### src/rtl/m16_uart_pkg.sv
// Shared types and default constants for the M16 UART reply collectors.
package m16_uart_pkg;

  localparam int unsigned CLKS_PER_BIT_DEF  = 17;
  localparam int unsigned PKT_BYTES_DEF     = 20;
  localparam int unsigned DIR_CYCLES_DEF    = 64;
  localparam int unsigned FIRST_TIMEOUT_DEF = 8192;
  localparam int unsigned GAP_TIMEOUT_DEF   = 340;
  localparam int unsigned ADDR_W_DEF        = 5;

  localparam logic [1:0] ERR_NONE      = 2'b00;
  localparam logic [1:0] ERR_TMO_FIRST = 2'b01;
  localparam logic [1:0] ERR_TMO_GAP   = 2'b10;
  localparam logic [1:0] ERR_FRAME     = 2'b11;

  typedef enum logic [2:0] {
    IDLE,
    DIR,
    WAIT_FIRST,
    RX_BYTE,
    WAIT_GAP,
    DONE
  } pkt_state_t;

  typedef enum logic [1:0] {
    RXS_IDLE,
    RXS_HALF,
    RXS_DATA,
    RXS_STOP
  } rx_state_t;

endpackage

### src/rtl/uart_rx_byte.sv
// 8N1 byte receiver: line synchroniser, start-bit validation, mid-bit sampling.
module uart_rx_byte
  import m16_uart_pkg::*;
#(
  parameter int unsigned CLKS_PER_BIT = CLKS_PER_BIT_DEF
) (
  input  logic       clk80MHz,
  input  logic       rst,
  input  logic       UART_RX,
  input  logic       arm,
  output logic       start_c,
  output logic       byte_valid,
  output logic       frame_err,
  output logic       false_start,
  output logic [7:0] data
);

  localparam int unsigned HALF  = CLKS_PER_BIT / 2;
  localparam int unsigned CNT_W = $clog2(CLKS_PER_BIT);

  rx_state_t        state, state_d;
  logic [CNT_W-1:0] cnt, cnt_d;
  logic [2:0]       bit_idx, bit_idx_d;
  logic [7:0]       data_d;
  logic             rx_meta, rx_sync, rx_prev;
  logic             byte_valid_d, frame_err_d, false_start_d;

  // Idle line is high, so the synchroniser resets to 1 to avoid a phantom edge.
  always_ff @(posedge clk80MHz or negedge rst) begin
    if (!rst) begin
      rx_meta <= 1'b1;
      rx_sync <= 1'b1;
      rx_prev <= 1'b1;
    end else begin
      rx_meta <= UART_RX;
      rx_sync <= rx_meta;
      rx_prev <= rx_sync;
    end
  end

  always_comb begin
    state_d       = state;
    cnt_d         = cnt;
    bit_idx_d     = bit_idx;
    data_d        = data;
    byte_valid_d  = 1'b0;
    frame_err_d   = 1'b0;
    false_start_d = 1'b0;
    start_c       = arm && (state == RXS_IDLE) && rx_prev && !rx_sync;

    unique case (state)
      RXS_IDLE: begin
        if (start_c) begin
          state_d = RXS_HALF;
          cnt_d   = '0;
        end
      end
      RXS_HALF: begin
        if (cnt == CNT_W'(HALF - 1)) begin
          cnt_d     = '0;
          bit_idx_d = '0;
          if (rx_sync) begin
            false_start_d = 1'b1;
            state_d       = RXS_IDLE;
          end else begin
            state_d = RXS_DATA;
          end
        end else begin
          cnt_d = cnt + CNT_W'(1);
        end
      end
      RXS_DATA: begin
        if (cnt == CNT_W'(CLKS_PER_BIT - 1)) begin
          cnt_d     = '0;
          data_d    = {rx_sync, data[7:1]};
          bit_idx_d = bit_idx + 3'd1;
          if (bit_idx == 3'd7) state_d = RXS_STOP;
        end else begin
          cnt_d = cnt + CNT_W'(1);
        end
      end
      RXS_STOP: begin
        if (cnt == CNT_W'(CLKS_PER_BIT - 1)) begin
          cnt_d        = '0;
          byte_valid_d = rx_sync;
          frame_err_d  = !rx_sync;
          state_d      = RXS_IDLE;
        end else begin
          cnt_d = cnt + CNT_W'(1);
        end
      end
      default: state_d = RXS_IDLE;
    endcase

    // Losing arm aborts any byte in flight without reporting it.
    if (!arm) begin
      state_d       = RXS_IDLE;
      byte_valid_d  = 1'b0;
      frame_err_d   = 1'b0;
      false_start_d = 1'b0;
    end
  end

  always_ff @(posedge clk80MHz or negedge rst) begin
    if (!rst) begin
      state       <= RXS_IDLE;
      cnt         <= '0;
      bit_idx     <= '0;
      data        <= '0;
      byte_valid  <= 1'b0;
      frame_err   <= 1'b0;
      false_start <= 1'b0;
    end else begin
      state       <= state_d;
      cnt         <= cnt_d;
      bit_idx     <= bit_idx_d;
      data        <= data_d;
      byte_valid  <= byte_valid_d;
      frame_err   <= frame_err_d;
      false_start <= false_start_d;
    end
  end

endmodule

### src/rtl/uart_pkt_collector.sv
// Per-channel RS485 reply collector: direction window, timeouts and byte
// indexing around uart_rx_byte, writing each byte into the frame buffer.
module uart_pkt_collector
  import m16_uart_pkg::*;
#(
  parameter int unsigned CLKS_PER_BIT  = CLKS_PER_BIT_DEF,
  parameter int unsigned PKT_BYTES     = PKT_BYTES_DEF,
  parameter int unsigned DIR_CYCLES    = DIR_CYCLES_DEF,
  parameter int unsigned FIRST_TIMEOUT = FIRST_TIMEOUT_DEF,
  parameter int unsigned GAP_TIMEOUT   = GAP_TIMEOUT_DEF,
  parameter int unsigned ADDR_W        = ADDR_W_DEF
) (
  input  logic              clk80MHz,
  input  logic              rst,
  input  logic              start,
  input  logic              UART_RX,
  output logic              UART_dRX,
  output logic              wr_en,
  output logic [ADDR_W-1:0] wr_addr,
  output logic [7:0]        wr_data,
  output logic              pkt_done,
  output logic              ValRX,
  output logic [1:0]        err_code,
  output logic              busy
);

  localparam int unsigned DIR_W   = $clog2(DIR_CYCLES + 1);
  localparam int unsigned TMO_MAX = (FIRST_TIMEOUT > GAP_TIMEOUT) ? FIRST_TIMEOUT : GAP_TIMEOUT;
  localparam int unsigned TMO_W   = $clog2(TMO_MAX + 1);

  pkt_state_t        state, state_d;
  logic [DIR_W-1:0]  dir_cnt, dir_cnt_d;
  logic [TMO_W-1:0]  tmo_cnt, tmo_cnt_d;
  logic [ADDR_W-1:0] idx, idx_d;
  logic              drx_d, wr_en_d, pkt_done_d, val_d, busy_d;
  logic [ADDR_W-1:0] wr_addr_d;
  logic [7:0]        wr_data_d;
  logic [1:0]        err_d;

  logic              arm;
  logic              rx_start_c, rx_byte_valid, rx_frame_err, rx_false_start;
  logic [7:0]        rx_data;

  assign arm = (state == WAIT_FIRST) || (state == WAIT_GAP) || (state == RX_BYTE);

  uart_rx_byte #(
    .CLKS_PER_BIT (CLKS_PER_BIT)
  ) u_rx (
    .clk80MHz    (clk80MHz),
    .rst         (rst),
    .UART_RX     (UART_RX),
    .arm         (arm),
    .start_c     (rx_start_c),
    .byte_valid  (rx_byte_valid),
    .frame_err   (rx_frame_err),
    .false_start (rx_false_start),
    .data        (rx_data)
  );

  always_comb begin
    state_d    = state;
    dir_cnt_d  = dir_cnt;
    tmo_cnt_d  = tmo_cnt;
    idx_d      = idx;
    drx_d      = UART_dRX;
    wr_en_d    = 1'b0;
    wr_addr_d  = wr_addr;
    wr_data_d  = wr_data;
    pkt_done_d = 1'b0;
    val_d      = ValRX;
    err_d      = err_code;

    unique case (state)
      IDLE: begin
        if (start) begin
          state_d   = DIR;
          dir_cnt_d = DIR_W'(DIR_CYCLES - 1);
          drx_d     = 1'b1;
          val_d     = 1'b0;
          err_d     = ERR_NONE;
          idx_d     = '0;
        end
      end
      DIR: begin
        if (dir_cnt == '0) begin
          drx_d     = 1'b0;
          state_d   = WAIT_FIRST;
          tmo_cnt_d = TMO_W'(FIRST_TIMEOUT);
        end else begin
          dir_cnt_d = dir_cnt - DIR_W'(1);
        end
      end
      WAIT_FIRST, WAIT_GAP: begin
        if (rx_start_c) begin
          state_d = RX_BYTE;
        end else if (tmo_cnt == '0) begin
          state_d    = DONE;
          pkt_done_d = 1'b1;
          err_d      = (state == WAIT_FIRST) ? ERR_TMO_FIRST : ERR_TMO_GAP;
        end else begin
          tmo_cnt_d = tmo_cnt - TMO_W'(1);
        end
      end
      // Timeout is frozen while a byte is in flight; a false start resumes it.
      RX_BYTE: begin
        if (rx_byte_valid) begin
          wr_en_d   = 1'b1;
          wr_addr_d = idx;
          wr_data_d = rx_data;
          if (idx == ADDR_W'(PKT_BYTES - 1)) begin
            state_d    = DONE;
            pkt_done_d = 1'b1;
            err_d      = ERR_NONE;
            val_d      = 1'b1;
          end else begin
            idx_d     = idx + ADDR_W'(1);
            state_d   = WAIT_GAP;
            tmo_cnt_d = TMO_W'(GAP_TIMEOUT);
          end
        end else if (rx_frame_err) begin
          state_d    = DONE;
          pkt_done_d = 1'b1;
          err_d      = ERR_FRAME;
        end else if (rx_false_start) begin
          state_d = (idx == '0) ? WAIT_FIRST : WAIT_GAP;
        end
      end
      DONE:    state_d = IDLE;
      default: state_d = IDLE;
    endcase

    busy_d = (state_d != IDLE);
  end

  always_ff @(posedge clk80MHz or negedge rst) begin
    if (!rst) begin
      state    <= IDLE;
      dir_cnt  <= '0;
      tmo_cnt  <= '0;
      idx      <= '0;
      UART_dRX <= 1'b0;
      wr_en    <= 1'b0;
      wr_addr  <= '0;
      wr_data  <= '0;
      pkt_done <= 1'b0;
      ValRX    <= 1'b0;
      err_code <= ERR_NONE;
      busy     <= 1'b0;
    end else begin
      state    <= state_d;
      dir_cnt  <= dir_cnt_d;
      tmo_cnt  <= tmo_cnt_d;
      idx      <= idx_d;
      UART_dRX <= drx_d;
      wr_en    <= wr_en_d;
      wr_addr  <= wr_addr_d;
      wr_data  <= wr_data_d;
      pkt_done <= pkt_done_d;
      ValRX    <= val_d;
      err_code <= err_d;
      busy     <= busy_d;
    end
  end

endmodule

### config.mk
export PLATFORM = sky130hd
export DESIGN_NAME = uart_pkt_collector
export DESIGN_NICKNAME = d
export VERILOG_FILES = /design/src/rtl/m16_uart_pkg.sv /design/src/rtl/uart_rx_byte.sv /design/src/rtl/uart_pkt_collector.sv
export SDC_FILE = /design/constraint.sdc
export NUM_CORES = 1
export LEC_CHECK = 0
export ABC_CLOCK_PERIOD_IN_PS = 3800
export BUFFER_PORTS_ARGS = -buffer_cell sky130_fd_sc_hd__buf_2
export CORE_ASPECT_RATIO = 1.5
export CORE_MARGIN = 5
export CORE_UTILIZATION = 50
export CTS_BUF_LIST = sky130_fd_sc_hd__clkbuf_8 sky130_fd_sc_hd__clkbuf_16
export CTS_CLUSTER_DIAMETER = 100
export CTS_CLUSTER_SIZE = 14
export DETAILED_ROUTE_END_ITERATION = 8
export PLACE_DENSITY_LB_ADDON = 0.1
export SLEW_MARGIN = 40
export SYNTH_ARGS = -nofsm -noshare
export SYNTH_HDL_FRONTEND = slang
export SYNTH_SLANG_ARGS = --single-unit
### constraint.sdc
create_clock -name clk80MHz -period 3.8 [get_ports clk80MHz]
set_input_delay 0.19 -clock clk80MHz [delete_from_list [all_inputs] [get_ports clk80MHz]]
set_output_delay 0.19 -clock clk80MHz [all_outputs]
set_load 0.005 [all_outputs]
Word-level counts from Yosys, hierarchy flattened
Cells that the tools add are included.
{"block": "totals", "wordCells": 157, "regBits": 73, "out_inout_bits": 20, "input_bits": 4}
{"block": "op_classes", "muxes": 71, "reduce_logical": 29, "n_eq_ne": 30, "add_sub_neg": 5}
{"cell": "two-way mux 14 bit", "n": 5}
{"cell": "case mux 14 bit (3 select lines)", "n": 1}
{"cell": "two-way mux 3 bit", "n": 10}
{"cell": "two-way mux 5 bit", "n": 6}
{"cell": "two-way mux 2 bit", "n": 14}
{"cell": "two-way mux 1 bit", "n": 23}
{"cell": "inequality test 3 bit (second input constant)", "n": 6}
{"cell": "inequality test 2 bit (second input constant)", "n": 8}
{"cell": "case mux 5 bit (3 select lines)", "n": 1}
{"cell": "zero test 14 bit", "n": 1}
{"cell": "two-way mux 7 bit", "n": 2}
{"cell": "case mux 7 bit (2 select lines)", "n": 1}
{"cell": "subtractor 14 x 1 -> 14 bit (second input constant)", "n": 1}
{"cell": "case mux 3 bit (4 select lines)", "n": 1}
{"cell": "AND reduction 6 bit", "n": 2}
{"cell": "adder 5 x 1 -> 5 bit (second input constant)", "n": 2}
{"cell": "equality test 5 bit (second input constant)", "n": 2}
{"cell": "case mux 5 bit (2 select lines)", "n": 1}
{"cell": "AND reduction 3 bit", "n": 3}
{"cell": "nonzero test 3 bit", "n": 3}
{"cell": "inequality test 2 x 1 -> 1 bit (second input constant)", "n": 4}
{"cell": "case mux 2 bit (4 select lines)", "n": 1}
{"cell": "AND reduction 4 bit", "n": 2}
{"cell": "zero test 7 bit", "n": 1}
{"cell": "other kinds (22)", "n": 34}

Longest topological paths before layout
{"block": "logic_depth", "ltp_word": 9, "mapped_depth": 7, "ltp_nobuf": 7}

Cells and area by module
Synthesis repeated with hierarchy kept, for this count alone.
{"block": "unflattened", "hier_cells": 389, "area_unflattened_um2": 3774.9}
{"module": "uart_pkt_collector", "seq_area_each_um2": 1226.2, "n_inst": 1, "cells_per_inst": 291, "area_per_inst_um2": 2622.5}
{"module": "uart_rx_byte", "seq_area_each_um2": 604.3, "n_inst": 1, "cells_per_inst": 98, "area_per_inst_um2": 1152.4}

Worst setup path before layout
OpenSTA, ideal clock, no wires.
{"block": "synth_path", "path_type": "register to register", "from": "register tmo_cnt[0]", "to": "register tmo_cnt[1]", "required_time_ns": 3.675, "t_arrival_ns": 1.901, "period_less_slack_ns": 2.026, "setup_time_ns": 0.125, "path_buffers": 0, "path_slack_ns": 1.774, "path_stages_with_launch": 8, "path_cell_list": "dfrtp_1 -> inv_1 -> ha_1 -> nor4b_2 -> nand4_4 -> a211oi_4 -> a31oi_4 -> mux2_4"}
{"block": "synth_between", "elab_chain_cells": 4, "elab_cells_between_ends": 7, "cone_classes": "add/sub: 1; eq/ne: 1; mux: 3; reduce/logical: 2"}
{"element": "from (decl)", "line": "uart_pkt_collector.sv:33", "text": "logic [TMO_W-1:0] tmo_cnt, tmo_cnt_d;"}
{"element": "from (signal assigned)", "line": "uart_pkt_collector.sv:152", "text": "tmo_cnt <= tmo_cnt_d;"}
{"element": "subtractor 14 x 1 -> 14 bit", "line": "uart_pkt_collector.sv:101", "text": "tmo_cnt_d = tmo_cnt - TMO_W'(1);"}
{"element": "two-way mux 14 bit", "line": "uart_pkt_collector.sv:96", "text": "end else if (tmo_cnt == '0) begin"}
{"element": "two-way mux 14 bit", "line": "uart_pkt_collector.sv:94", "text": "if (rx_start_c) begin"}
{"element": "case mux 14 bit (3 select lines)", "line": "uart_pkt_collector.sv:73", "text": "unique case (state)"}
Parallel ways exist; a longest one is shown, timed or not. The select of a mux whose other input is x is not followed.
A chain may end at the register's enable or synchronous reset.

Worst setup path in the final report
{"block": "layout_path", "from": "register state[1]", "to": "register tmo_cnt[1]"}
{"block": "layout_between", "elab_chain_cells": 8, "elab_cells_between_ends": 18, "cone_classes": "eq/ne: 9; mux: 1; reduce/logical: 8"}
{"element": "from (decl)", "line": "uart_pkt_collector.sv:31", "text": "pkt_state_t state, state_d;"}
{"element": "from (signal assigned)", "line": "uart_pkt_collector.sv:150", "text": "state <= state_d;"}
{"element": "equality test 3 x 2 -> 1 bit or equality test 3 bit (tied branches)", "line": "uart_pkt_collector.sv:44, uart_pkt_collector.sv:73"}
{"element": "logical OR 1 bit (2 in series)", "line": "uart_pkt_collector.sv:44", "text": "assign arm = (state == WAIT_FIRST) || (state == WAIT_GAP) || (state == RX_BYTE);"}
{"element": "logical AND 1 bit (3 in series)", "line": "uart_rx_byte.sv:49", "text": "start_c = arm && (state == RXS_IDLE) && rx_prev && !rx_sync;"}
{"element": "inequality test 2 bit (no source line)"}
{"element": "AND reduction 6 bit (no source line)"}
Parallel ways exist; a longest one is shown, timed or not.

==> results.py <==
metrics = {
    "status": {
        "run_status": "finished clean",
    },
    "placed_design": {
        "place.port_buffers": 23,
        "dpl.cell_count": 491,
        "gp_congestion": 0.830,
        "dpl.hpwl_um": 5490,
    },
    "timing": {
        "max_slew.worst_pin.slew_ps": 723,
        "skew_ps": 6.12,
        "finalMaxSlewViolations": 0,
        "period_needed_ps": 2320,
        "setup_tns_ps": 0,
        "relSlewSlack_pct": 51.7,
        "post-route-period-util_pct": 61.0,
        "fmax_ghz": 0.432,
        "finalHoldViolCount": 0,
        "rsz0062_at_grt": "no",
        "setup_viol": 0,
    },
    "setup_path": {
        "path_max_fanout": 15,
        "cp.required_ps": 4020,
        "slowest_delay_ps": 540,
        "crit_path_end_kind": "flip-flop",
        "startpoint_type": "flip-flop",
        "critPathTopFamily": "compound AO/OA/AOI/OAI gates",
        "critPathKind": "flip-flop to flip-flop",
        "cp_cell_sequence": "xor2_1 -> nand2b_1 -> o221a_2 -> a31oi_4 -> mux2_4",
        "crit_buf_inv": 0,
        "cp.arrival_ps": 2540,
        "cpMaxStageDelayCell": "dfrtp_1",
    },
    "layout": {
        "fin_nets": 420,
        "utilization_pct": 57.7,
        "layout.cells.non_filler": 509,
        "syn2layout_area_growth_pct": 14.1,
        "n_antenna_cell": 0,
        "fillers": 688,
        "drive_above_1_share_pct": 17.4,
    },
    "synth": {
        "yosysWarnings": 0,
        "synth_nets": 393,
        "synth_top_family_by_area": "simple AND/OR/NAND/NOR gates",
        "synth_xor_area_share_pct": 2.07,
        "ys_ff_latch": 73,
        "yosysSeqAreaShare_pct": 48.2,
        "synth_top_area_share_pct": 46.1,
        "synth_fa_ha_area_share_pct": 4.61,
        "async_flop_share_pct": 100,
        "yosys-top-cells-area": "dfrtp_1 (46%), nand2_1 (6.1%), ha_1 (4.6%)",
        "synth_area_per_cell_um2": 10.1,
        "synth_edf_count": 0,
        "synth-simple-area-share_pct": 21.2,
        "syn_inst": 375,
        "synth_area_um2": 3800,
        "yosysTopAreaCell": "dfrtp_1",
        "ys.flop_type": "dfrtp_1",
        "synth_compound_area_share_pct": 16.0,
        "synthMuxAreaShare_pct": 5.00,
        "ys_types": 66,
    },
    "pwr": {
        "internal_power_mw": 1.30,
        "pwr-share-seq_pct": 47.2,
        "p_clk_share_pct": 51.4,
        "ir_worst_vdd_mv": 0.328,
        "leakage_nw": 2.06,
        "netSwitchingFraction_pct": 21.9,
        "p_switching_uw": 366,
        "pwr-share-comb_pct": 1.5,
        "power_mw": 1.67,
        "cellPowerDensity_nw_per_um2": 384,
    },
    "floorplanning": {
        "start_util_pct": 50.6,
        "io_pins": 24,
        "die_width_um": 81.2,
        "fp-row-count": 39,
        "coreArea_um2": 7510,
        "die-area_um2": 9480,
        "die_h_um": 117,
    },
    "grt": {
        "grt_pass1_vias": 2814,
        "grt_max_degree": 74,
        "grt_pass1_wl_um": 13300,
        "grtUsageTotal_pct": 18.3,
        "grt_overflow_total": 0,
        "antenna_found_initial": 0,
    },
    "job": {
        "maxCapViolCount": 0,
    },
    "clock_network": {
        "cts-root-buf": "clkbuf_16",
        "clock-sinks": 73,
        "cts_hold_buf": 2,
        "post-cts-setup-buffers": 0,
        "path_clk_slew_ps": 60,
        "clockBufferDepth": 2,
        "post_cts_resized": 0,
        "cts_tree": "done",
        "htree_levels": 3,
        "cts_buffers": 9,
        "clk_latency_ps": 340,
    },
    "routing": {
        "drt_iter0_drc": 157,
        "dr.pass1.iters": 4,
        "antenna_left": 0,
        "via_per_inst": 5.66,
        "route.detailed.wl_per_inst_um": 15.4,
        "vias": 2879,
        "totalWireLength_um": 7850,
        "drc": 0,
    },
    "worst_hold_path": {
        "hold_path_class": "input port to flip-flop",
    },
}
==> tightest hold or removal path, cell delays in order <==
cell     delay, ps
buf_2          110
nor4b_2        200
nor2_1         100
==> through the flow <==
stage	worst slack, ps	instance area, um2	hold WS, ps
global placement	1540	4000	296
finish	1480	4340	308
detailed placement	1500	4010	257
global route	1280	4340	312
floorplan	1770	3800	-106
CTS	1460	4340	311
==> power by group through the flow <==
stage	registers (mW)	clock network [mW]	logic [mW]
after floorplan	0.799	0	0.00542
after global placement	0.800	0	0.0238
after detailed placement	0.800	0	0.0248
after CTS	0.786	0.874	0.0262
after global routing	0.786	0.908	0.0293
final	0.786	0.856	0.0245
==> worst paths after layout <==
kind	slack, ps	cells after the start	from	end
worst max-delay path	1480	5	state[1]	tmo_cnt[1]
worst min-delay path	310	3	start	idx[4]
min in group asynchronous	400	2	rst	tmo_cnt[10]
worst min register to register	360	0	u_rx.rx_meta	u_rx.rx_sync
max in group asynchronous	2910	2	rst	tmo_cnt[7]
worst max register to register	1480	5	state[1]	tmo_cnt[1]
==> placed cells by master, fill, tap and decap left out, drive strengths merged, types with 10 or more instances in the layout <==
cell type / count
nand3: 10
mux2: 13
dfrtp: 70
o21ai: 18
buf: 24
nor2: 25
inv: 19
nand2: 62
a21oi: 18
ha: 14
==> final cells by class <==
cell class	instances	area [um2]	share of cell area, %
clock buffers	9	225	5.19
repair buffers	26	149	3.43
clock inverters	7	77.6	1.79
well taps	102	128	2.94
inverters	17	63.8	1.47
multi-input cells	275	1860	43.0
flip-flops and latches	73	1830	42.2
==> flip-flops by register name (all words and copies together) (netlist names) <==
signal / cells
tmo_cnt: 14
u_rx.data: 8
wr_data: 8
dir_cnt: 7
idx: 5
u_rx.cnt: 5
wr_addr: 5
state: 3
u_rx.bit_idx: 3
err_code: 2
u_rx.state: 2
UART_dRX: 1
ValRX: 1
busy: 1
pkt_done: 1
u_rx.byte_valid: 1
u_rx.false_start: 1
u_rx.frame_err: 1
u_rx.rx_meta: 1
u_rx.rx_prev: 1
u_rx.rx_sync: 1
wr_en: 1
==> cells in the mapped netlist (all sizes together), types with 3 or more instances <==
| cell | instances |
|---|---|
| mux2i | 4 |
| a21oi | 18 |
| nor3 | 7 |
| mux2 | 13 |
| or3 | 4 |
| nor4b | 4 |
| a31oi | 7 |
| a311oi | 3 |
| xor2 | 6 |
| dfrtp | 70 |
| or4 | 3 |
| and2 | 3 |
| nand3 | 10 |
| buf | 4 |
| nor3b | 3 |
| and3 | 3 |
| nor2 | 25 |
| nand2 | 62 |
| a22o | 9 |
| nand2b | 5 |
| nor4bb | 3 |
| a211oi | 3 |
| xnor2 | 3 |
| nor4 | 3 |
| nand4 | 6 |
| o21ai | 18 |
| dfstp | 3 |
| inv | 17 |
| o21a | 8 |
| o31ai | 4 |
| ha | 14 |
| clkbuf | 6 |
==> metal layers <==
layer  GRT usage [%]  routed length [um]  up-vias
li1                -                   -     1403
met2            30.3                3960       53
met1            22.0                3470     1405
met4            9.70                 217        0
met3            4.21                 196       18
met5               0                   0        -
==> cells by family (layout without fill, tap and decap cells) <==
logic type,after synthesis,in the layout
flip-flops,73,73
XOR/XNOR,9,9
multiplexers,17,17
buffers and inverters,27,59
AO/OA/AOI/OAI,83,83
AND/OR/NAND/NOR,152,152
adder cells (fa/ha/maj),14,14
Power figures use the tool's default switching activity.
